<file path="src/rtl/stopwatch_counter_if.sv">
// stopwatch_counter_if: control and display bundle between the stopwatch core and its host.
interface stopwatch_counter_if #(
    parameter int N_DIGITS = 2
);
    logic                  count_enabled;
    logic                  count_down;
    logic                  load;
    logic [4*N_DIGITS-1:0] load_value;
    logic                  lap;
    logic [4*N_DIGITS-1:0] time_reading;
    logic                  tick;
    logic                  wrapped;
    logic                  done;
    modport master (
        output count_enabled, count_down, load, load_value, lap,
        input  time_reading, tick, wrapped, done
    );
    modport slave (
        input  count_enabled, count_down, load, load_value, lap,
        output time_reading, tick, wrapped, done
    );
endinterface

</file>
<file path="src/rtl/stopwatch_counter.sv">
// stopwatch_counter: N-digit BCD up/down stopwatch with prescaler, preset load, wrap/done pulses.
// Define STOPWATCH_LAP_EN to build the lap-freeze display register.
module stopwatch_counter #(
    parameter int CLK_FREQ      = 100000000,
    parameter int TICKS_PER_SEC = 1,
    parameter int N_DIGITS      = 2
) (
    input  logic                clk,
    input  logic                init_regs,
    stopwatch_counter_if.slave  sw
);
    localparam int DIV = CLK_FREQ / TICKS_PER_SEC;
    localparam int PW  = (DIV > 1) ? $clog2(DIV) : 1;
    localparam int W   = 4 * N_DIGITS;
    localparam logic [PW-1:0] PMAX = PW'(DIV - 1);

    logic [PW-1:0] pre_q, pre_d;
    logic [W-1:0]  dig_q, dig_d, inc, dec, clamp;
    logic          tick_q, tick_d, wrap_q, wrap_d, done_q, done_d;
    logic          step, inc_wrap, c, b;

    assign step = sw.count_enabled && (pre_q == PMAX);

    // Ripple BCD increment/decrement of the live digits; c ends high only for all-9s.
    always_comb begin
        c = 1'b1;
        b = 1'b1;
        inc = dig_q;
        dec = dig_q;
        clamp = sw.load_value;
        for (int k = 0; k < N_DIGITS; k++) begin
            inc[4*k+:4] = c ? ((dig_q[4*k+:4] == 4'd9) ? 4'd0 : dig_q[4*k+:4] + 4'd1) : dig_q[4*k+:4];
            dec[4*k+:4] = b ? ((dig_q[4*k+:4] == 4'd0) ? 4'd9 : dig_q[4*k+:4] - 4'd1) : dig_q[4*k+:4];
            c = c & (dig_q[4*k+:4] == 4'd9);
            b = b & (dig_q[4*k+:4] == 4'd0);
            clamp[4*k+:4] = (sw.load_value[4*k+:4] > 4'd9) ? 4'd9 : sw.load_value[4*k+:4];
        end
        inc_wrap = c;
    end

    always_comb begin
        pre_d = pre_q;
        dig_d = dig_q;
        tick_d = 1'b0;
        wrap_d = 1'b0;
        done_d = 1'b0;
        if (sw.load) begin
            pre_d = '0;
            dig_d = clamp;
        end else if (sw.count_enabled) begin
            pre_d = step ? '0 : pre_q + 1'b1;
            tick_d = step;
            if (step && !sw.count_down) begin
                dig_d = inc;
                wrap_d = inc_wrap;
            end else if (step && dig_q != '0) begin
                dig_d = dec;
                done_d = (dec == '0);
            end
        end
    end

    always_ff @(posedge clk) begin
        if (init_regs) begin
            pre_q <= '0;
            dig_q <= '0;
            tick_q <= 1'b0;
            wrap_q <= 1'b0;
            done_q <= 1'b0;
        end else begin
            pre_q <= pre_d;
            dig_q <= dig_d;
            tick_q <= tick_d;
            wrap_q <= wrap_d;
            done_q <= done_d;
        end
    end

    assign sw.tick    = tick_q;
    assign sw.wrapped = wrap_q;
    assign sw.done    = done_q;

`ifdef STOPWATCH_LAP_EN
    logic         lap_q;
    logic [W-1:0] cap_q;
    // lap_q doubles as the edge detector and the display select, so the frozen value shows the cycle after lap rises.
    always_ff @(posedge clk) begin
        if (init_regs) begin
            lap_q <= 1'b0;
            cap_q <= '0;
        end else begin
            lap_q <= sw.lap;
            if (sw.lap && !lap_q) cap_q <= dig_q;
        end
    end
    assign sw.time_reading = lap_q ? cap_q : dig_q;
`else
    logic unused_lap;
    assign unused_lap = sw.lap;
    assign sw.time_reading = dig_q;
`endif
endmodule

</file>
<file path="src/flat_wrapper.sv">
// flat-port wrapper written by rule: the top's interface ports become plain ports
module stopwatch_counter_flat 
#(
    parameter int CLK_FREQ      = 100000000,
    parameter int TICKS_PER_SEC = 1,
    parameter int N_DIGITS      = 2
)
  (clk, init_regs, sw_count_enabled, sw_count_down, sw_load, sw_load_value, sw_lap, sw_time_reading, sw_tick, sw_wrapped, sw_done);
  stopwatch_counter_if #(.N_DIGITS(N_DIGITS)) sw_i ();
  input  logic clk;
  input  logic init_regs;
  input wire logic [$bits(sw_i.count_enabled)-1:0] sw_count_enabled;
  input wire logic [$bits(sw_i.count_down)-1:0] sw_count_down;
  input wire logic [$bits(sw_i.load)-1:0] sw_load;
  input wire logic [$bits(sw_i.load_value)-1:0] sw_load_value;
  input wire logic [$bits(sw_i.lap)-1:0] sw_lap;
  output wire logic [$bits(sw_i.time_reading)-1:0] sw_time_reading;
  output wire logic [$bits(sw_i.tick)-1:0] sw_tick;
  output wire logic [$bits(sw_i.wrapped)-1:0] sw_wrapped;
  output wire logic [$bits(sw_i.done)-1:0] sw_done;
  assign sw_i.count_enabled = sw_count_enabled;
  assign sw_i.count_down = sw_count_down;
  assign sw_i.load = sw_load;
  assign sw_i.load_value = sw_load_value;
  assign sw_i.lap = sw_lap;
  assign sw_time_reading = sw_i.time_reading;
  assign sw_tick = sw_i.tick;
  assign sw_wrapped = sw_i.wrapped;
  assign sw_done = sw_i.done;
  stopwatch_counter #(.CLK_FREQ(CLK_FREQ), .TICKS_PER_SEC(TICKS_PER_SEC), .N_DIGITS(N_DIGITS)) u_core (.clk(clk), .init_regs(init_regs), .sw(sw_i));
endmodule
</file>
<file path="config.mk">
export PLATFORM = sky130hd
export DESIGN_NAME = stopwatch_counter_flat
export DESIGN_NICKNAME = d
export VERILOG_FILES = /design/src/rtl/stopwatch_counter_if.sv /design/src/rtl/stopwatch_counter.sv /design/src/flat_wrapper.sv
export SDC_FILE = /design/constraint.sdc
export NUM_CORES = 1
export LEC_CHECK = 0
export CORE_MARGIN = 2
export CORE_UTILIZATION = 50
export CTS_BUF_LIST = sky130_fd_sc_hd__clkbuf_8
export DETAILED_ROUTE_END_ITERATION = 16
export PLACE_DENSITY_LB_ADDON = 0.15
export SYNTH_ARGS = -nofsm -noshare
export SYNTH_HDL_FRONTEND = slang
export SYNTH_SLANG_ARGS = --single-unit
</file>
<file path="constraint.sdc">
create_clock -name clk -period 6 [get_ports clk]
set_input_delay 0.9 -clock clk [delete_from_list [all_inputs] [get_ports clk]]
set_output_delay 0.9 -clock clk [all_outputs]
set_load 0.01 [all_outputs]
</file>
* After elaboration in Yosys (flattened, before gate mapping)
Index checks and enable logic that the tools add are counted.
Storage, ports and cells: bits in read-only memories 0, bits in latches 0, bits in writable memories 0, input port bits 14, logic and storage cells 50, memories 0, output and inout port bits 11, flip-flop bits (word level) 38
Cells by class: magnitude comparators 2, bitwise logic cells 4, shift-type cells 0, $add $sub $neg 5, eq/ne operators 4, multiplexer cells 13, reduce and logical (&&, ||, !) cells 16, divide/modulo/power cells 0, multiply operators 0
Operators with widths (number):
- 2-to-1 mux 4 bit | 8
- 2-to-1 mux 8 bit | 4
- adder 27 x 1 -> 27 bit, second input constant | 1
- equality test 27 bit, second input constant | 1
- 2-to-1 mux 27 bit | 1
- adder 4 x 1 -> 4 bit, second input constant | 2
- equality test 4 bit, second input constant | 2
- > comparator 4 bit, second input constant | 2
- logical NOT 4 bit | 2
- logical NOT 8 bit | 1
- nonzero test 8 bit | 1
- subtractor 4 x 1 -> 4 bit, second input constant | 2
- OR reduction 5 bit | 1
- OR reduction 4 bit | 1
- logical AND 1 bit | 3
- inequality test 3 x 2 -> 1 bit, second input constant | 1
- inverter 1 bit | 3
- AND reduction 3 bit | 1
- nonzero test 3 bit | 1
- OR reduction 3 bit | 1
- AND reduction 2 bit | 1
- nonzero test 2 bit | 1
- OR reduction 2 bit | 1
- AND 1 bit | 1
- logical NOT 1 bit | 1

* Logic depth before layout (Yosys ltp)
depth in word-level cells 7, depth in mapped cells 8, gate-level depth less buffers 6

* Worst setup path before layout
OpenSTA, ideal clock, no wires.
path kind input port to flip-flop, from in sw_count_enabled, to reg u_core.done_q, in the netlist u_core.sw.done, stages 5, setup time 88 ps, data required time 5912 ps, data arrival time 2422 ps, setup slack 3490 ps, buffers on the path 0, cell sequence nand4_2 > nor4_4 > nand2_2 > or4_4 > nor4_2
Between the ends: cells in the longest elaborated chain, start to end 4, elaborated cells on any way between the ends 6, classes of those cells bitwise (2); reduce/logical (4)
RTL lines:
- from (decl) | line flat_wrapper.sv:12 | input wire logic [$bits(sw_i.count_enabled)-1:0] sw_count_enabled;
- logical AND 1 bit | line stopwatch_counter.sv:22 | assign step = sw.count_enabled && (pre_q == PMAX);
- logical AND 1 bit | line stopwatch_counter.sv:56 | end else if (step && dig_q != '0) begin
- inverter 1 bit (no source line)
- OR reduction 5 bit (no source line) *
- to (signal assigned) | line stopwatch_counter.sv:75 | done_q <= done_d;
- to (decl) | line stopwatch_counter.sv:19 | logic tick_q, tick_d, wrap_q, wrap_d, done_q, done_d;
Mark *: on every way between the ends. The rest lies on a longest branch, timed or not. A chain may end at the register's enable or synchronous reset.

* Worst setup path after layout
from in sw_count_enabled, to reg u_core.pre_q[17]
Between the ends: cells in the longest elaborated chain, start to end 2
RTL lines:
- logical AND 1 bit | line stopwatch_counter.sv:22
- 2-to-1 mux 27 bit | line stopwatch_counter.sv:51 | pre_d = step ? '0 : pre_q + 1'b1;
- to (signal assigned) | line stopwatch_counter.sv:71 | pre_q <= pre_d;
- to (decl) | line stopwatch_counter.sv:17 | logic [PW-1:0] pre_q, pre_d;
Several ways; a longest one is shown, not always the timed one.

==> results_dict.tcl <==
set metrics [dict create \
    drc 0 \
    areaGrowthSynthToFinish_pct 18.53 \
    cp.arrival_ns 3.42 \
    ant_nets 0 \
    overflow 0 \
    yosysTopAreaCell "dfxtp_1" \
    fp.dieH_um 69.23 \
    power_leakage_nw 0.8424 \
    synth_top_area_share_pct 35.76 \
    grt_max_degree 26 \
    via_per_inst 5.794 \
    num_vias 1889 \
    nets 290 \
    criticalPathCategory "input pin to flop" \
    cts_hold_buffers 0 \
    seq_area_frac_synth_pct 35.76 \
    max_freq_ghz 0.3050 \
    seq_area_um2 760.7 \
    ys_types 52 \
    power.total_mw 0.5921 \
    grt_setup_unrepaired "no" \
    cts_inserted_buffers 5 \
    insertion_delay_ns 0.29 \
    tightest_slew_ns 0.9643 \
    synth_most_common_cell "nor2_1" \
    synth_ff_type "dfxtp_1" \
    drtPass1Iterations 5 \
    cp-start-kind "input pin" \
    io_buffers 23 \
    skew_ns 0.009912 \
    powerDensity_nw_per_um2 234.8 \
    drv_cap 0 \
    grt_pass1_wl_um 7797 \
    pin_count 25 \
    fin_setup_tns_ns 0 \
    avgSynthCellArea_um2 8.374 \
    hold_class "flop to flop" \
    fin_ws_ns 2.721 \
    syn-instance-count 254 \
    hpwl_um 3260 \
    ys_warn_count 0 \
    initial_core_util_pct 52.42 \
    max_slew_margin_pct 35.12 \
    n_antenna_cell 0 \
    fp.dieArea_um2 4792 \
    grt_pass1_vias 1702 \
    hold_viol 0 \
    synth_edf_count 0 \
    final_core_util_pct 62.13 \
    core_um2 4058 \
    cts_resized 0 \
    synth.top_cells.by_count "nor2_1 (42), dfxtp_1 (38), nand2_1 (18), xnor2_1 (18), nand3_1 (13)" \
    critPathRequiredTime_ns 6.14 \
    drv_slew 0 \
    syn_area_um2 2127 \
    grt_usage_pct 19.77 \
    wl_per_cell_um 13.89 \
    cts_buffer_depth 2 \
    finalWeightedCongestion 0.8975 \
    h-tree-depth 2 \
    drtIter0Drc 152 \
    row_count 23 \
    async_flop_share_pct 0 \
    status "finished clean" \
    cts.reportedPaths.clkPinSlew_ns 0.08 \
    drive_gt1_share_pct 8.696 \
    cts.sink_count 38 \
    totalWireLength_um 4527 \
    die_w_um 69.23 \
    fillers 367 \
    synth_area_leaders "dfxtp_1 (36%), nor2_1 (7.4%), xnor2_1 (7.4%)" \
    ys_ff_latch 38 \
    crit_path_end_kind "flop" \
    finalSetupViolCount 0 \
    antenna_found_initial 0 \
    cp_max_fo 25 \
    cts_setup_buffers 0 \
    multi_input_area_um2 1304 \
    syn_nets 269 \
    fin_crit_ns 3.279 \
    cts_tree "done" \
    dp_slack_ns 2.388 \
    ir_drop_mv 0.1238 \
    cts-root-buf "clkbuf_8" \
    fin_crit_sh_pct 54.64 \
]
[power by group]
| group | switching [mW] | internal [mW] | leakage (nW) |
|---|---|---|---|
| sequential | 0.0101 | 0.257 | 0.308 |
| clock | 0.0962 | 0.167 | 0.0683 |
| combinational | 0.0314 | 0.0311 | 0.466 |
[worst paths after layout]
path	slack [ns]	start	end	cells after the start
worst max-delay path	2.72	sw_count_enabled	u_core.pre_q[17]	6
worst min-delay path	0.50	u_core.pre_q[1]	u_core.pre_q[1]	2
worst max register to register	3.36	u_core.pre_q[0]	u_core.pre_q[17]	6
worst min register to register	0.50	u_core.pre_q[1]	u_core.pre_q[1]	2
[cell usage in the layout (no fill, tap or decap), types with 5 or more instances in the layout]
cell type and count:
xor2_1 11, a311oi_1 5, clkdlybuf4s50_1 23, dfxtp_1 38, o211ai_1 6, nor2_1 42
and3_1 8, clkbuf_8 5, xnor2_1 18, inv_1 6, nand2b_1 7, nand4_1 8
o21ai_0 8, nand2_1 18, nand3_1 13
[kinds of logic (layout without fill, tap and decap cells)]
logic type	Yosys count	after routing	synth area share, %
buffers and inverters	16	38	2.941
muxes	3	3	1.412
xor gates and xnor gates	29	29	11.94
AOI/OAI and AO/OA	35	35	12.12
and+or+nand+nor	132	132	35.24
DFF	38	38	35.76
adders and majority gates	1	1	0.5881
[layer usage]
metal,vias up,share of wire [%],global-route usage (%)
met4,0,0.93,5.229
met1,892,48,26.57
met3,4,4.7,4.942
met5,-,0,0
met2,36,46,31.73
li1,957,-,-
[state kept, by name, summed over array words and instances (netlist names)]
name                    count
u_core.sw.tick              1
u_core.sw.done              1
u_core.pre_q               27
u_core.sw.time_reading      8
u_core.sw.wrapped           1
[worst max-delay path: stages]
cell and delay, ns:
clkdlybuf4s50_1 0.59, nand4_2 0.23, nor4_4 0.66, nand2_2 0.17
or2b_1 0.73, nor2_1 0.13
[stage by stage]
stage          cell area (um^2)  hold WS, ns  instances
2_1_floorplan              2127       0.4607        254
3_3_place_gp               2384       0.4891        318
5_1_grt                    2521       0.5292        326
4_1_cts                    2521       0.5017        326
3_5_place_dp               2384       0.4881        318
6_report                   2521       0.4977        326
[layout make-up]
class | count | share of cell area, %
multi-input combinational | 200 | 51.71
sequential | 38 | 30.17
timing repair buffer | 23 | 9.132
clock buffer | 5 | 2.730
clock inverter | 3 | 2.730
tap | 50 | 2.481
inverter | 7 | 1.042
No activity file was read; power rests on OpenSTA's default activity.
